$ cat src/rtl/hazard_pkg.sv
// Shared types and constants for the pipeline hazard controller.
package hazard_pkg;

   typedef enum logic [1:0] {
      StRun,
      StLuStall,
      StMemWait,
      StErr
   } hz_state_e;

   // RV32I major opcodes that affect source-register usage
   localparam logic [6:0] OPC_LUI    = 7'b0110111;
   localparam logic [6:0] OPC_AUIPC  = 7'b0010111;
   localparam logic [6:0] OPC_JAL    = 7'b1101111;
   localparam logic [6:0] OPC_OP     = 7'b0110011;
   localparam logic [6:0] OPC_STORE  = 7'b0100011;
   localparam logic [6:0] OPC_BRANCH = 7'b1100011;

   // Instruction field positions
   localparam int unsigned OPC_LSB = 0;
   localparam int unsigned OPC_W   = 7;
   localparam int unsigned RS1_LSB = 15;
   localparam int unsigned RS2_LSB = 20;

endpackage

$ cat src/rtl/hazard_decode.sv
// Extracts source registers from the ID instruction and decides which are really read.
module hazard_decode
   import hazard_pkg::*;
#(
   parameter int unsigned XLEN   = 32,
   parameter int unsigned REG_AW = 5
) (
   input  logic [XLEN-1:0]   id_instr,
   output logic [REG_AW-1:0] rs1,
   output logic [REG_AW-1:0] rs2,
   output logic              use_rs1,
   output logic              use_rs2
);

   logic [OPC_W-1:0] opcode;
   logic             unused_bits;

   assign opcode = id_instr[OPC_LSB +: OPC_W];
   assign rs1    = id_instr[RS1_LSB +: REG_AW];
   assign rs2    = id_instr[RS2_LSB +: REG_AW];

   // rd, funct3 and upper immediate bits never matter for hazards
   assign unused_bits = ^{id_instr[XLEN-1:RS2_LSB+REG_AW], id_instr[RS1_LSB-1:OPC_W]};

   // Operand usage by opcode class: U-type and JAL have no rs1, only R/S/B read rs2
   always_comb begin
      use_rs1 = 1'b1;
      use_rs2 = 1'b0;
      case (opcode)
         OPC_LUI, OPC_AUIPC, OPC_JAL:   use_rs1 = 1'b0;
         OPC_OP, OPC_STORE, OPC_BRANCH: use_rs2 = 1'b1;
         default:                       ;
      endcase
   end

endmodule

$ cat src/rtl/hazard_ctrl.sv
// Pipeline hazard controller: load-use bubbles, branch flush, memory freeze and
// memory-timeout watchdog. Define HAZARD_PERF_EN to add the saturating stall_cnt port.
module hazard_ctrl
   import hazard_pkg::*;
#(
   parameter int unsigned XLEN        = 32,
   parameter int unsigned REG_AW      = 5,
   parameter int unsigned LOAD_LAT    = 1,
   parameter int unsigned MEM_TIMEOUT = 255,
   parameter int unsigned STALL_CNT_W = 16
) (
   input  logic              clk,
   input  logic              rst_n,
   input  logic [XLEN-1:0]   id_instr,
   input  logic              id_valid,
   input  logic [REG_AW-1:0] ex_rd,
   input  logic              ex_mem_read,
   input  logic              ex_valid,
   input  logic              ex_branch_taken,
   input  logic              mem_req,
   input  logic              mem_ready,
   output logic              pc_we,
   output logic              ifid_we,
   output logic              ifid_flush,
   output logic              idex_we,
   output logic              idex_bubble,
   output logic              exmem_we,
   output logic              mem_err
`ifdef HAZARD_PERF_EN
   ,
   output logic [STALL_CNT_W-1:0] stall_cnt
`endif
);

   localparam int unsigned BC_W = $clog2(LOAD_LAT + 1);
   localparam int unsigned WC_W = $clog2(MEM_TIMEOUT + 1);

   hz_state_e         state_q, ret_q, eff_st;
   logic [BC_W-1:0]   bc_q;
   logic [WC_W-1:0]   wc_q, wc_inc;
   logic [REG_AW-1:0] rs1, rs2;
   logic              use_rs1, use_rs2;
   logic              lu, frz;

   hazard_decode #(
      .XLEN   (XLEN),
      .REG_AW (REG_AW)
   ) u_decode (
      .id_instr (id_instr),
      .rs1      (rs1),
      .rs2      (rs2),
      .use_rs1  (use_rs1),
      .use_rs2  (use_rs2)
   );

   assign lu = ex_valid & ex_mem_read & (ex_rd != '0) & id_valid &
               ((use_rs1 & (rs1 == ex_rd)) | (use_rs2 & (rs2 == ex_rd)));
   assign frz    = mem_req & ~mem_ready;
   // Once memory answers, the pipeline behaves as in the state it was frozen in
   assign eff_st = (state_q == StMemWait) ? ret_q : state_q;
   assign wc_inc = wc_q + WC_W'(1);

   // Output priority: reset, error, freeze, load-use stall, branch flush, new load-use
   always_comb begin
      pc_we       = 1'b1;
      ifid_we     = 1'b1;
      ifid_flush  = 1'b0;
      idex_we     = 1'b1;
      idex_bubble = 1'b0;
      exmem_we    = 1'b1;
      mem_err     = 1'b0;
      if (!rst_n) begin
         pc_we    = 1'b0;
         ifid_we  = 1'b0;
         idex_we  = 1'b0;
         exmem_we = 1'b0;
      end else if (state_q == StErr) begin
         pc_we    = 1'b0;
         ifid_we  = 1'b0;
         idex_we  = 1'b0;
         exmem_we = 1'b0;
         mem_err  = 1'b1;
      end else if (frz) begin
         pc_we    = 1'b0;
         ifid_we  = 1'b0;
         idex_we  = 1'b0;
         exmem_we = 1'b0;
      end else if (eff_st == StLuStall) begin
         pc_we       = 1'b0;
         ifid_we     = 1'b0;
         idex_bubble = 1'b1;
      end else if (ex_branch_taken) begin
         // ID holds a wrong-path instruction, so any load-use match is moot
         ifid_flush  = 1'b1;
         idex_bubble = 1'b1;
      end else if (lu) begin
         pc_we       = 1'b0;
         ifid_we     = 1'b0;
         idex_bubble = 1'b1;
      end
   end

   // State, bubble counter and memory-wait watchdog
   always_ff @(posedge clk or negedge rst_n) begin
      if (!rst_n) begin
         state_q <= StRun;
         ret_q   <= StRun;
         bc_q    <= '0;
         wc_q    <= '0;
      end else if (state_q == StErr) begin
         state_q <= StErr;
      end else if (frz) begin
         if (state_q != StMemWait) begin
            ret_q <= state_q;
         end
         wc_q    <= wc_inc;
         state_q <= (wc_inc == WC_W'(MEM_TIMEOUT)) ? StErr : StMemWait;
      end else begin
         wc_q <= '0;
         if (eff_st == StLuStall) begin
            bc_q    <= bc_q - BC_W'(1);
            state_q <= (bc_q == BC_W'(1)) ? StRun : StLuStall;
         end else if (!ex_branch_taken && lu) begin
            bc_q    <= BC_W'(LOAD_LAT - 1);
            state_q <= (LOAD_LAT > 1) ? StLuStall : StRun;
         end else begin
            state_q <= StRun;
         end
      end
   end

`ifdef HAZARD_PERF_EN
   // Count cycles in which the PC is held, saturating at all-ones
   always_ff @(posedge clk or negedge rst_n) begin
      if (!rst_n) begin
         stall_cnt <= '0;
      end else if (!pc_we && (stall_cnt != '1)) begin
         stall_cnt <= stall_cnt + STALL_CNT_W'(1);
      end
   end
`else
   logic [STALL_CNT_W-1:0] unused_stall_cnt;
   assign unused_stall_cnt = '0;
`endif

endmodule

$ cat config.mk
export PLATFORM = sky130hd
export DESIGN_NAME = hazard_ctrl
export DESIGN_NICKNAME = d
export VERILOG_FILES = /design/src/rtl/hazard_pkg.sv /design/src/rtl/hazard_decode.sv /design/src/rtl/hazard_ctrl.sv
export SDC_FILE = /design/constraint.sdc
export NUM_CORES = 1
export LEC_CHECK = 0
export ABC_AREA = 1
export CAP_MARGIN = 20
export CORE_ASPECT_RATIO = 0.8
export CORE_UTILIZATION = 41
export DETAILED_ROUTE_END_ITERATION = 16
export PLACE_DENSITY = 0.8
export SLEW_MARGIN = 20
export SYNTH_ARGS = -nofsm -noshare
export SYNTH_HDL_FRONTEND = slang
export SYNTH_HIERARCHICAL = 1
export SYNTH_SLANG_ARGS = --single-unit
$ cat constraint.sdc
create_clock -name clk -period 1.8 [get_ports clk]
set_input_delay 0.36 -clock clk [delete_from_list [all_inputs] [get_ports clk]]
set_output_delay 0.36 -clock clk [all_outputs]
set_load 0.1 [all_outputs]
Yosys cells after proc, flatten, opt, wreduce, memory -nomap -nowiden

Cells that the tools add are included.

Multiply operators: 0
Reduce and logical (&&, ||, !) cells: 8
Divide/modulo/power cells: 0
Add/subtract/negate cells: 2
Equality and inequality tests: 13
Magnitude comparators: 0
Multiplexer cells: 33
Bitwise operators: 11
Shift operators: 0

Operators with widths:

| cell                  | number |
|---|---|
| $mux W1               | 29 |
| $eq A7 B6 Y1 const B  | 3 |
| $eq A7 B7 Y1 const B  | 2 |
| $eq A5 B5 Y1          | 2 |
| $add A8 B1 Y8 const B | 1 |
| $eq A8 B8 Y1 const B  | 1 |
| $mux W8               | 1 |
| $and A1 B1 Y1         | 7 |
| $eq A7 B5 Y1 const B  | 1 |
| $mux W2               | 3 |
| $reduce_and A3 Y1     | 2 |
| $reduce_or A3 Y1      | 2 |
| $reduce_bool A5 Y1    | 1 |
| $eq A2 B2 Y1 const B  | 2 |
| $not A1 Y1            | 3 |
| $eq A2 B1 Y1 const B  | 1 |
| $ne A2 B2 Y1 const B  | 1 |
| $reduce_bool A2 Y1    | 1 |
| $logic_and A1 B1 Y1   | 1 |
| $logic_not A1 Y1      | 1 |
| $or A1 B1 Y1          | 1 |
| $sub A1 B1 Y1 const B | 1 |

ROM bits: 0
Bits in latches: 0
Output and inout bits: 7
Input port bits: 45
Word-level logic and storage cells: 71
Memory bits (writable): 0
Memories kept: 0
Bits in registers: 13

Depth between registers and ports, before layout

Gate-level depths: netlist of run 1.

Depth after elaboration: 12
Depth in mapped cells: 14
Gate-level depth less buffers: 14

Cells and area by module

The synthesis of run 1 kept the hierarchy.

By module, submodules not included:

| module        | seq. area each (sq um) | instances | area an instance (sq um) | cells an instance |
|---|---|---|---|---|
| hazard_ctrl   | 325.3                  | 1         | 982.2                    | 149 |
| hazard_decode | 0.0                    | 1         | 141.4                    | 26 |

Worst setup path after synthesis of run 1

No wires, ideal clock.

Path type: flip-flop to output port
Start point: register state_q[1]
End point: output port pc_we
Cell stages (with the launch flop): 9
Path slack: -1.585 ns
Buffers on the path: 1
Data arrival time: 3.025 ns
Data required time: 1.440 ns
Cells stage by stage: dfrtp_1 -> nand2_2 -> inv_2 -> nor2_2 -> inv_2 -> nor2_2 -> inv_2 -> a21oi_2 -> buf_4

Longest elaborated chain between the ends: 7
Elaborated cells on any way between the ends: 8
Those cells by class: 3 x eq/ne; 5 x mux

RTL lines:

| element                   | line               | RTL |
|---|---|---|
| start: declaration        | hazard_ctrl.sv:38  | `hz_state_e state_q, ret_q, eff_st;` |
| start signal: assignment  | hazard_ctrl.sv:106 | `state_q <= StRun;` |
| start signal: assignment  | hazard_ctrl.sv:111 | `state_q <= StErr;` |
| start signal: assignment  | hazard_ctrl.sv:117 | `state_q <= (wc_inc == WC_W'(MEM_TIMEOUT)) ? StErr : StMemWait;` |
| $eq A2 B2 Y1              | hazard_ctrl.sv:60  | `assign eff_st = (state_q == StMemWait) ? ret_q : state_q;` |
| $mux W2                   | hazard_ctrl.sv:60  |  |
| $eq A2 B1 Y1              | hazard_ctrl.sv:88  | `end else if (eff_st == StLuStall) begin` |
| $mux W1 (2 in series)     | n/a                |  |
| $mux W1 (*) (2 in series) | n/a                |  |
| end: declaration          | hazard_ctrl.sv:22  | `output logic pc_we,` |

Every way passes the cells marked *; elsewhere a longest branch is shown, timed or not.

Final worst setup path of run 1

Start point: input port id_instr[6]
End point: output port ifid_we

Longest elaborated chain between the ends: 12
Elaborated cells on any way between the ends: 20
Those cells by class: 6 x eq/ne; 8 x mux; 4 x bitwise; 2 x reduce/logical

RTL lines:

| element                              | line                | RTL |
|---|---|---|
| start: declaration                   | hazard_ctrl.sv:14   | `input logic [XLEN-1:0] id_instr,` |
| $eq A7 B6 Y1 (tied with other cells) | hazard_decode.sv:29 | `case (opcode)` |
| $reduce_or A3 Y1 (*)                 | hazard_decode.sv:29 |  |
| $mux W1 (*)                          | hazard_decode.sv:29 |  |
| named net use_rs1                    | hazard_ctrl.sv:42   | `logic use_rs1, use_rs2;` |
| $and A1 B1 Y1 (*)                    | hazard_ctrl.sv:57   | `((use_rs1 & (rs1 == ex_rd)) \| (use_rs2 & (rs2 == ex_rd)));` |
| $or A1 B1 Y1 (*)                     | hazard_ctrl.sv:57   |  |
| $and A1 B1 Y1 (*)                    | hazard_ctrl.sv:56   | `assign lu = ex_valid & ex_mem_read & (ex_rd != '0) & id_valid &` |
| $mux W1 (*)                          | hazard_ctrl.sv:96   | `end else if (lu) begin` |
| $mux W1 (*)                          | hazard_ctrl.sv:92   | `end else if (ex_branch_taken) begin` |
| $mux W1 (*)                          | hazard_ctrl.sv:88   |  |
| $mux W1 (*)                          | hazard_ctrl.sv:83   | `end else if (frz) begin` |
| $mux W1 (*)                          | hazard_ctrl.sv:77   | `end else if (state_q == StErr) begin` |
| $mux W1 (*)                          | hazard_ctrl.sv:72   | `if (!rst_n) begin` |
| end: declaration                     | hazard_ctrl.sv:23   | `output logic ifid_we,` |

Mark *: on every way through the listed nets, which the timed path passes. The rest lies on a longest branch.

==> out/results.tsv, run 1 <==
metric	value	unit
wl_per_cell	11.1	µm
irDropWorstVdd	0.253	mV
finalSetupViolCount	6	
fin_cells	254	
clock_latency	0.29	ns
cts_tree	yes	
fp-row-count	16	
ff2ff_path_depth	8	
worstPathMaxFanout	3	
rr_startpoint	wc_q[1]	
power_leakage	0.882	nW
htree_num_levels	1	
hold_class	in -> async	
endpoint	ifid_we	
place_ws	-0.590	ns
run_status	finished, violations left	
ys_seq_elements	13	
final_util	68.3	%
ant_nets	0	
syn_avg_cell_area	6.42	µm²
finalCritPeriodShare	112	%
ys_seq_area_share	29.0	%
dp_hpwl	2.05	mm
arrival	1.65	ns
drt_first_pass_iters	4	
dp.cells	242	
synth_edf_count	0	
drt-met1-wl	1.33	mm
timing.final.crit_period	2.01	ns
hold_violations	0	
violations	negative setup slack	
numCtsBuffers	3	
place.gp.congestion	0.787	
synthFlopType	dfrtp_1	
syn_inst	175	
syn2layout_area_growth	53.2	%
worst_pin_slew	0.261	ns
drc	0	
die_h	48.8	µm
regArea	325	µm²
synth_nets	222	
yosys_warnings	6	
drt_iter0_markers	53	
fin_nets	266	
synth_top_cell_by_area	dfrtp_1	
cts_max_path_buffers	2	
rrSetupSlack	0.29	ns
synth.distinct_cells	27	
async_flop_share	100	%
track_usage	20.4	%
cts_root_buffer	clkbuf_4	
io_pins	52	
layout_common_cells	46 x nand2_1, 24 x inv_1, 14 x nor2_1, 14 x dlygate4sd2_1, 13 x dfrtp_1	
max_freq	497	MHz
grt_antenna_before_repair	0	
initial_core_util	44.5	%
cp-startpoint	id_instr[6]	
placed_area	1580	µm²
required	1.44	ns
p_per_area	478	nW/µm²
netlist_area	1120	µm²
r2r_end	state_q[0]	
grt_pass1_wl	4.58	mm
layout_commonest_cell	nand2_1	
design.core.area	2520	µm²
tns	-0.845	ns
synth.top_cell.area_share	29.0	%
drt-total-wl	2.83	mm
vias	1166	
gr-total-overflow	0	
final_layout_size_suffix_gt1_share	31.2	%
met2_wirelength	1.32	mm
end_kind	output pin	
clk_pin_slew	0.09	ns
grt_start_max_net_pins	14	
netlist_top_cells_area	dfrtp_1 29%, nand2_1 17%, inv_1 9.0%, buf_4 8.0%, nor2_1 6.7%	
cts_sinks	13	
fin_ws	-0.214	ns
startpoint_type	input pin	
multi_input_area	639	µm²
die_w	60.5	µm
fillers	210	
max-cap-violations	0	
finalInstanceArea	1720	µm²
rsz0062_at_grt	yes	
viasPerCell	4.59	
holdBufCountCts	0	
grt_pass1_vias	1085	
wl_met3	125	µm
skew	0.00177	ns
port_buffers	36	
die-area	2960	µm²
drv_slew	0	
slew_headroom	82.6	%
critical_path_class	in -> out	
top_layer	met4	
diodes	0	
[area by class of cell]
class	instances	share of cell area [%]
clock buffer	3	1.31
clock inverter	1	0.291
inverter	36	8.21
multi-input combinational	114	37.1
sequential	13	18.9
tap	36	2.62
timing repair buffer	51	31.5
[flip-flops by register name, indices dropped and copies added, names as in the netlist]
name / count
ret_q: 2
bc_q: 1
wc_q: 8
state_q: 2
[kinds of logic after synthesis]
kind of cell / count (synthesis) / synth area share [%]
flip-flops: 13 / 29.0
adder cells (fa/ha/maj): 2 / 2.23
buffers and inverters: 48 / 20.0
XOR/XNOR: 4 / 3.12
AO/OA/AOI/OAI: 13 / 7.02
AND/OR/NAND/NOR: 95 / 38.6
[synthesized netlist by cell type, drive strengths merged (2+ instances only)]
cell / n
nor3: 2
a21oi: 3
xor2: 3
nand3: 9
nand2: 52
o22ai: 5
o21ai: 5
nand4: 3
nand3b: 2
ha: 2
buf: 12
nor2: 24
inv: 35
dfrtp: 13
[where the power goes]
group	switching (mW)	internal [mW]
clock	0.109	0.0828
combinational	0.176	0.139
sequential	0.00841	0.308
total	0.294	0.529
[worst min-delay path by stage]
stage | endpoint | slack (ns) | depth (start not counted)
floorplan | bc_q | 0.06 | 0
global placement | ret_q[1] | 0.45 | 2
detailed placement | ret_q[1] | 0.45 | 2
CTS | wc_q[3] | 0.41 | 2
global route | bc_q | 0.42 | 2
finish | wc_q[6] | 0.40 | 2
[metrics by stage]
| stage | hold WS, ns | total power, mW |
|---|---|---|
| after floorplan | 0.0644 | 0.497 |
| after global placement | 0.446 | 0.615 |
| after detailed placement | 0.452 | 0.620 |
| after CTS | 0.406 | 0.813 |
| after global routing | 0.420 | 0.868 |
| final | 0.398 | 0.823 |
[metal layers]
layer | global-route usage (%) | up-vias
met5 | 0 | -
met4 | 4.92 | 0
met3 | 5.57 | 7
met2 | 32.6 | 36
met1 | 27.3 | 515
li1 | - | 608
[worst max-delay path, stage by stage]
cell and delay [ns]:
buf_8 0.10, nor2_4 0.11, nand2_2 0.07, nor2_2 0.11, nor2_2 0.05, nand2_1 0.06, nor2_1 0.03, nand3_1 0.07
nand2_1 0.05, nand2_1 0.06, nand2_2 0.06, buf_6 0.12, a21oi_4 0.18, buf_12 0.20
[timing repair]
action	4_1_cts	5_1_grt
buffers inserted	7	1
pin swaps	22	12
resized for setup	63	12
setup endpoints to repair	6	6
Note: power is estimated with default switching activity, not from simulation.
==> run 2: changes to the inputs <==
--- a/config.mk
+++ b/config.mk
@@ -8,7 +8,9 @@
 export ABC_AREA = 1
 export CAP_MARGIN = 20
 export CORE_ASPECT_RATIO = 0.8
+export CORE_MARGIN = 10
 export CORE_UTILIZATION = 41
+export CTS_CLUSTER_SIZE = 30
 export DETAILED_ROUTE_END_ITERATION = 16
 export PLACE_DENSITY = 0.8
 export SLEW_MARGIN = 20
==> run 2 against run 1 <==
Compared with the run above: the run still ends with negative setup slack left; flip-flop and latch count unchanged; count of clock-buffer cells in the layout up 1; hold slack improved by 0.018 ns; non-clock buffer count did not move; wire length rose by 8.0%; sequential share of layout area rose by 0.41 points; clock power down 8%.
==> out/results.tsv, run 2 (synthesis gave the netlist of run 1 again) <==
metric	value	unit
run_status	finished, violations left	
violations	negative setup slack	
grt_start_max_net_pins	14	
worst_pin_slew	0.294	ns
cts_sinks	13	
grt_pass1_wl	4.99	mm
power_frac_clock	22.0	%
drv_slew	0	
drt_first_pass_iters	4	
rrSetupSlack	0.29	ns
max-cap-violations	0	
design_power_total	0.803	mW
port_buffers	36	
fillers	218	
die-area	5250	µm²
cp_num_buf_inv	4	
hold_class	in -> async	
power_leakage	0.868	nW
multi_input_area	624	µm²
rr_startpoint	wc_q[1]	
finalSetupViolCount	6	
startpoint_type	register	
fin_ws	-0.168	ns
clock_latency	0.27	ns
regMostFlops	wc_q	
critPathSlowestCell	dfrtp_1	
placed_area	1580	µm²
drc	0	
critPathTopFamily	flip-flops	
cts_root_buffer	clkbuf_4	
p_sw_share	34.5	%
grt_antenna_before_repair	0	
required	1.44	ns
tns	-0.734	ns
dp.cells	242	
initial_core_util	44.5	%
finalInstanceArea	1690	µm²
regArea	325	µm²
syn2layout_area_growth	50.0	%
gr-total-overflow	0	
comb_power_share	38.2	%
die_h	66.8	µm
r2r_end	state_q[0]	
drt_iter0_markers	82	
clk_pin_slew	0.08	ns
irDropWorstVdd	0.225	mV
io_pins	52	
max_freq	508	MHz
vias	1151	
place_ws	-0.603	ns
skew	0.00991	ns
fin_nets	266	
final_util	66.8	%
fp-row-count	16	
htree_num_levels	1	
die_w	78.5	µm
intPower	0.526	mW
final_layout_size_suffix_gt1_share	30.3	%
ant_nets	0	
finalCritPeriodShare	109	%
drt-total-wl	3.06	mm
viasPerCell	4.53	
cts_max_path_buffers	2	
hold_ws	0.416	ns
worstPathMaxFanout	4	
layout_common_cells	49 x nand2_1, 22 x inv_1, 17 x nor2_1	
p_switching	0.277	mW
crit_chain	nand2_2 > inv_4 > nor2_4 > inv_2 > nor2_4 > inv_2 > a21oi_4 > buf_12	
end_kind	output pin	
arrival	1.61	ns
fin_cells	254	
diodes	0	
dp_hpwl	2.50	mm
critical_path_class	reg -> out	
hold_violations	0	
layout_commonest_cell	nand2_1	
track_usage	11.4	%
design.core.area	2520	µm²
seqPwrFrac	39.9	%
grt_pass1_vias	1127	
largest_reg_flops	8	
p_per_area	476	nW/µm²
cts_tree	yes	
max_stage_delay	0.42	ns
numCtsBuffers	3	
ff2ff_path_depth	8	
rsz0062_at_grt	yes	
wl_per_cell	12.0	µm
largestRegisters	wc_q: 8 flops, ret_q: 2 flops, state_q: 2 flops	
timing.final.crit_period	1.97	ns
place.gp.congestion	0.826	
slew_headroom	80.2	%
-- run 2: cell types whose count changed in the layout (fill, tap and decap cells not counted), sizes merged --
cell	before	now
dlygate4sd2	14	12
clkinv	2	1
clkbuf	3	6
-- run 2: how the worst max path moves through the flow --
stage | from | endpoint | slack [ns] | cells after the start
2_1_floorplan | state_q[1] | pc_we | -0.82 | 8
3_3_place_gp | id_instr[2] | idex_bubble | -0.59 | 15
3_5_place_dp | id_instr[2] | pc_we | -0.60 | 15
4_1_cts | id_instr[5] | pc_we | -0.18 | 15
5_1_grt | id_instr[0] | pc_we | -0.27 | 13
6_report | state_q[1] | pc_we | -0.17 | 8
-- run 2: routing by layer --
layer,share of wire [%],up-vias,global-route usage [%]
li1,-,607,-
met1,44,506,13.1
met2,49,36,20.7
met3,6.3,2,3.62
met4,0.65,0,2.01
met5,0,-,0
-- run 2: area by class of cell --
type                    instances  area share [%]
multi-input cells             114            37.0
repair buffers                 51            31.0
flip-flops and latches         13            19.3
inverters                      36            8.39
well taps                      36            2.67
clock buffers                   4            1.56
-- run 2: power by group through the flow --
stage / Combinational, mW / Sequential [mW] / Clock, mW
6_report: 0.306 / 0.320 / 0.176
5_1_grt: 0.329 / 0.320 / 0.194
4_1_cts: 0.294 / 0.318 / 0.183
3_5_place_dp: 0.301 / 0.324 / 0
3_3_place_gp: 0.294 / 0.322 / 0
2_1_floorplan: 0.177 / 0.321 / 0
-- run 2: repair_timing --
action | CTS | global route
pin swaps | 28 | 15
hold buffers | 0 | 0
setup buffers | 3 | 6
endpoints found under the hold margin | 0 | 0
endpoints found under the setup margin | 7 | 7
resized for setup | 61 | 11
cloned | 0 | 0
==> run 3: changes to the inputs <==
--- a/config.mk
+++ b/config.mk
@@ -7,12 +7,14 @@
 export LEC_CHECK = 0
 export ABC_AREA = 1
 export CAP_MARGIN = 20
+export CELL_PAD_IN_SITES_DETAIL_PLACEMENT = 2
+export CELL_PAD_IN_SITES_GLOBAL_PLACEMENT = 2
 export CORE_ASPECT_RATIO = 0.8
 export CORE_MARGIN = 10
-export CORE_UTILIZATION = 41
+export CORE_UTILIZATION = 20
 export CTS_CLUSTER_SIZE = 30
 export DETAILED_ROUTE_END_ITERATION = 16
-export PLACE_DENSITY = 0.8
+export PLACE_DENSITY_LB_ADDON = 0.1
 export SLEW_MARGIN = 20
 export SYNTH_ARGS = -nofsm -noshare
 export SYNTH_HDL_FRONTEND = slang
==> run 3 against run 2 <==
Compared with the run above: the flow still finishes with violations (negative setup slack); largest power group unchanged; utilization decreased by 34 points; non-clock buffer count unchanged; combinational power rose by 4%; worst setup slack gained 0.0049 ns; critical path type is now in -> out; global-route usage decreased by 2.6 points; wire length grew 25%.
==> out/results.tsv, run 3 (synthesis gave the netlist of run 1 again) <==
metric	value	unit
power_leakage	0.886	nW
final_util	33.1	%
skew	0.00295	ns
layout_commonest_cell	nand2_1	
design_power_total	0.905	mW
comb_power_share	35.2	%
drt-total-wl	3.83	mm
die-area	9030	µm²
drt_iter0_markers	32	
htree_num_levels	1	
placed_area	1630	µm²
regArea	325	µm²
die_w	104	µm
viasPerCell	4.01	
wl_per_cell	12.9	µm
place.gp.congestion	0.773	
fillers	650	
startpoint_type	input pin	
regMostFlops	wc_q	
run_status	finished, violations left	
drc	0	
port_buffers	36	
max-cap-violations	0	
grt_start_max_net_pins	14	
slew_headroom	83.5	%
dp_hpwl	3.20	mm
fp-row-count	24	
hold_violations	0	
multi_input_area	639	µm²
p_switching	0.302	mW
fin_ws	-0.163	ns
numCtsBuffers	3	
cp-startpoint	id_instr[3]	
cts_sinks	13	
grt_pass1_vias	1364	
ant_nets	0	
p_sw_share	33.3	%
clk_pin_slew	0.06	ns
layout_common_cells	45 x nand2_1, 21 x inv_1, 15 x nor2_1	
intPower	0.604	mW
drt_first_pass_iters	4	
finalSetupViolCount	5	
rsz0062_at_grt	yes	
vias	1192	
drv_slew	0	
p_per_area	504	nW/µm²
grt_antenna_before_repair	1	
holdBufCountCts	0	
largestRegisters	wc_q: 8 flops, ret_q: 2 flops, state_q: 2 flops	
required	1.44	ns
cts_root_buffer	clkbuf_8	
initial_core_util	20.7	%
cts_max_path_buffers	2	
worst_pin_slew	0.247	ns
critical_path_class	in -> out	
power_frac_clock	29.5	%
largest_reg_flops	8	
hold_class	in -> async	
end_kind	output pin	
final_layout_size_suffix_gt1_share	33.5	%
arrival	1.60	ns
seqPwrFrac	35.3	%
rrSetupSlack	0.29	ns
fin_nets	266	
design.core.area	5440	µm²
die_h	87.0	µm
gr-total-overflow	0	
worstPathMaxFanout	3	
rr_startpoint	wc_q[1]	
io_pins	52	
irDropWorstVdd	0.190	mV
timing.final.crit_period	1.96	ns
max_freq	509	MHz
finalInstanceArea	1800	µm²
ff2ff_path_depth	8	
syn2layout_area_growth	59.9	%
cts_tree	yes	
track_usage	8.86	%
clock_latency	0.24	ns
finalCritPeriodShare	109	%
violations	negative setup slack	
grt_pass1_wl	6.60	mm
run 3: final cells by class:
cell class,instances,share of cell area [%]
repair buffers,51,30.2
diodes,1,0.139
flip-flops and latches,13,18.1
multi-input cells,114,35.6
well taps,78,5.43
clock buffers,4,2.51
inverters,36,8.01
run 3: timing repair:
| action | in CTS | in global routing |
|---|---|---|
| pin swaps | 25 | 17 |
| endpoints found under the hold margin | 0 | 0 |
| endpoints found under the setup margin | 7 | 7 |
| resized for setup | 74 | 14 |
| buffers inserted | 3 | 5 |
run 3: through the flow:
step | hold WS, ns | TNS (ns) | instances | setup slack, ns
2_1_floorplan | 0.0644 | -3.14 | 175 | -0.824
3_3_place_gp | 0.450 | -2.69 | 284 | -0.620
3_5_place_dp | 0.476 | -2.97 | 284 | -0.694
4_1_cts | 0.484 | -0.641 | 291 | -0.231
5_1_grt | 0.508 | -1.17 | 297 | -0.279
6_report | 0.472 | -0.547 | 297 | -0.163
run 3: worst max-delay path, stage by stage:
cell     delay [ns]
buf_8          0.10
nor2_4         0.09
nand2_2        0.05
nor2_1         0.09
nor2_1         0.06
nand2_1        0.06
nor2_1         0.04
nand3_1        0.07
nand2_1        0.06
nand2_2        0.06
nand2_2        0.06
buf_6          0.12
a21oi_4        0.18
buf_12         0.20
run 3: worst paths after layout:
| path | endpoint |
|---|---|
| min reg2reg | ret_q[1] |
| max in group asynchronous | wc_q[0] |
| min | wc_q[7] |
| min in group clk | ret_q[1] |
| max reg2reg | state_q[0] |
| max | pc_we |
run 3: power by group through the flow:
| stage | Sequential, mW | Clock (mW) | Combinational (mW) |
|---|---|---|---|
| 2_1_floorplan | 0.321 | 0 | 0.177 |
| 3_3_place_gp | 0.323 | 0 | 0.300 |
| 3_5_place_dp | 0.325 | 0 | 0.308 |
| 4_1_cts | 0.320 | 0.277 | 0.306 |
| 5_1_grt | 0.323 | 0.301 | 0.347 |
| 6_report | 0.320 | 0.267 | 0.319 |
run 3: metal layers:
metal  global-route usage, %  wire [µm]
met1                    10.5       1820
met2                    15.6       1850
met3                    3.40        168
met4                   0.378          0
met5                       0          0
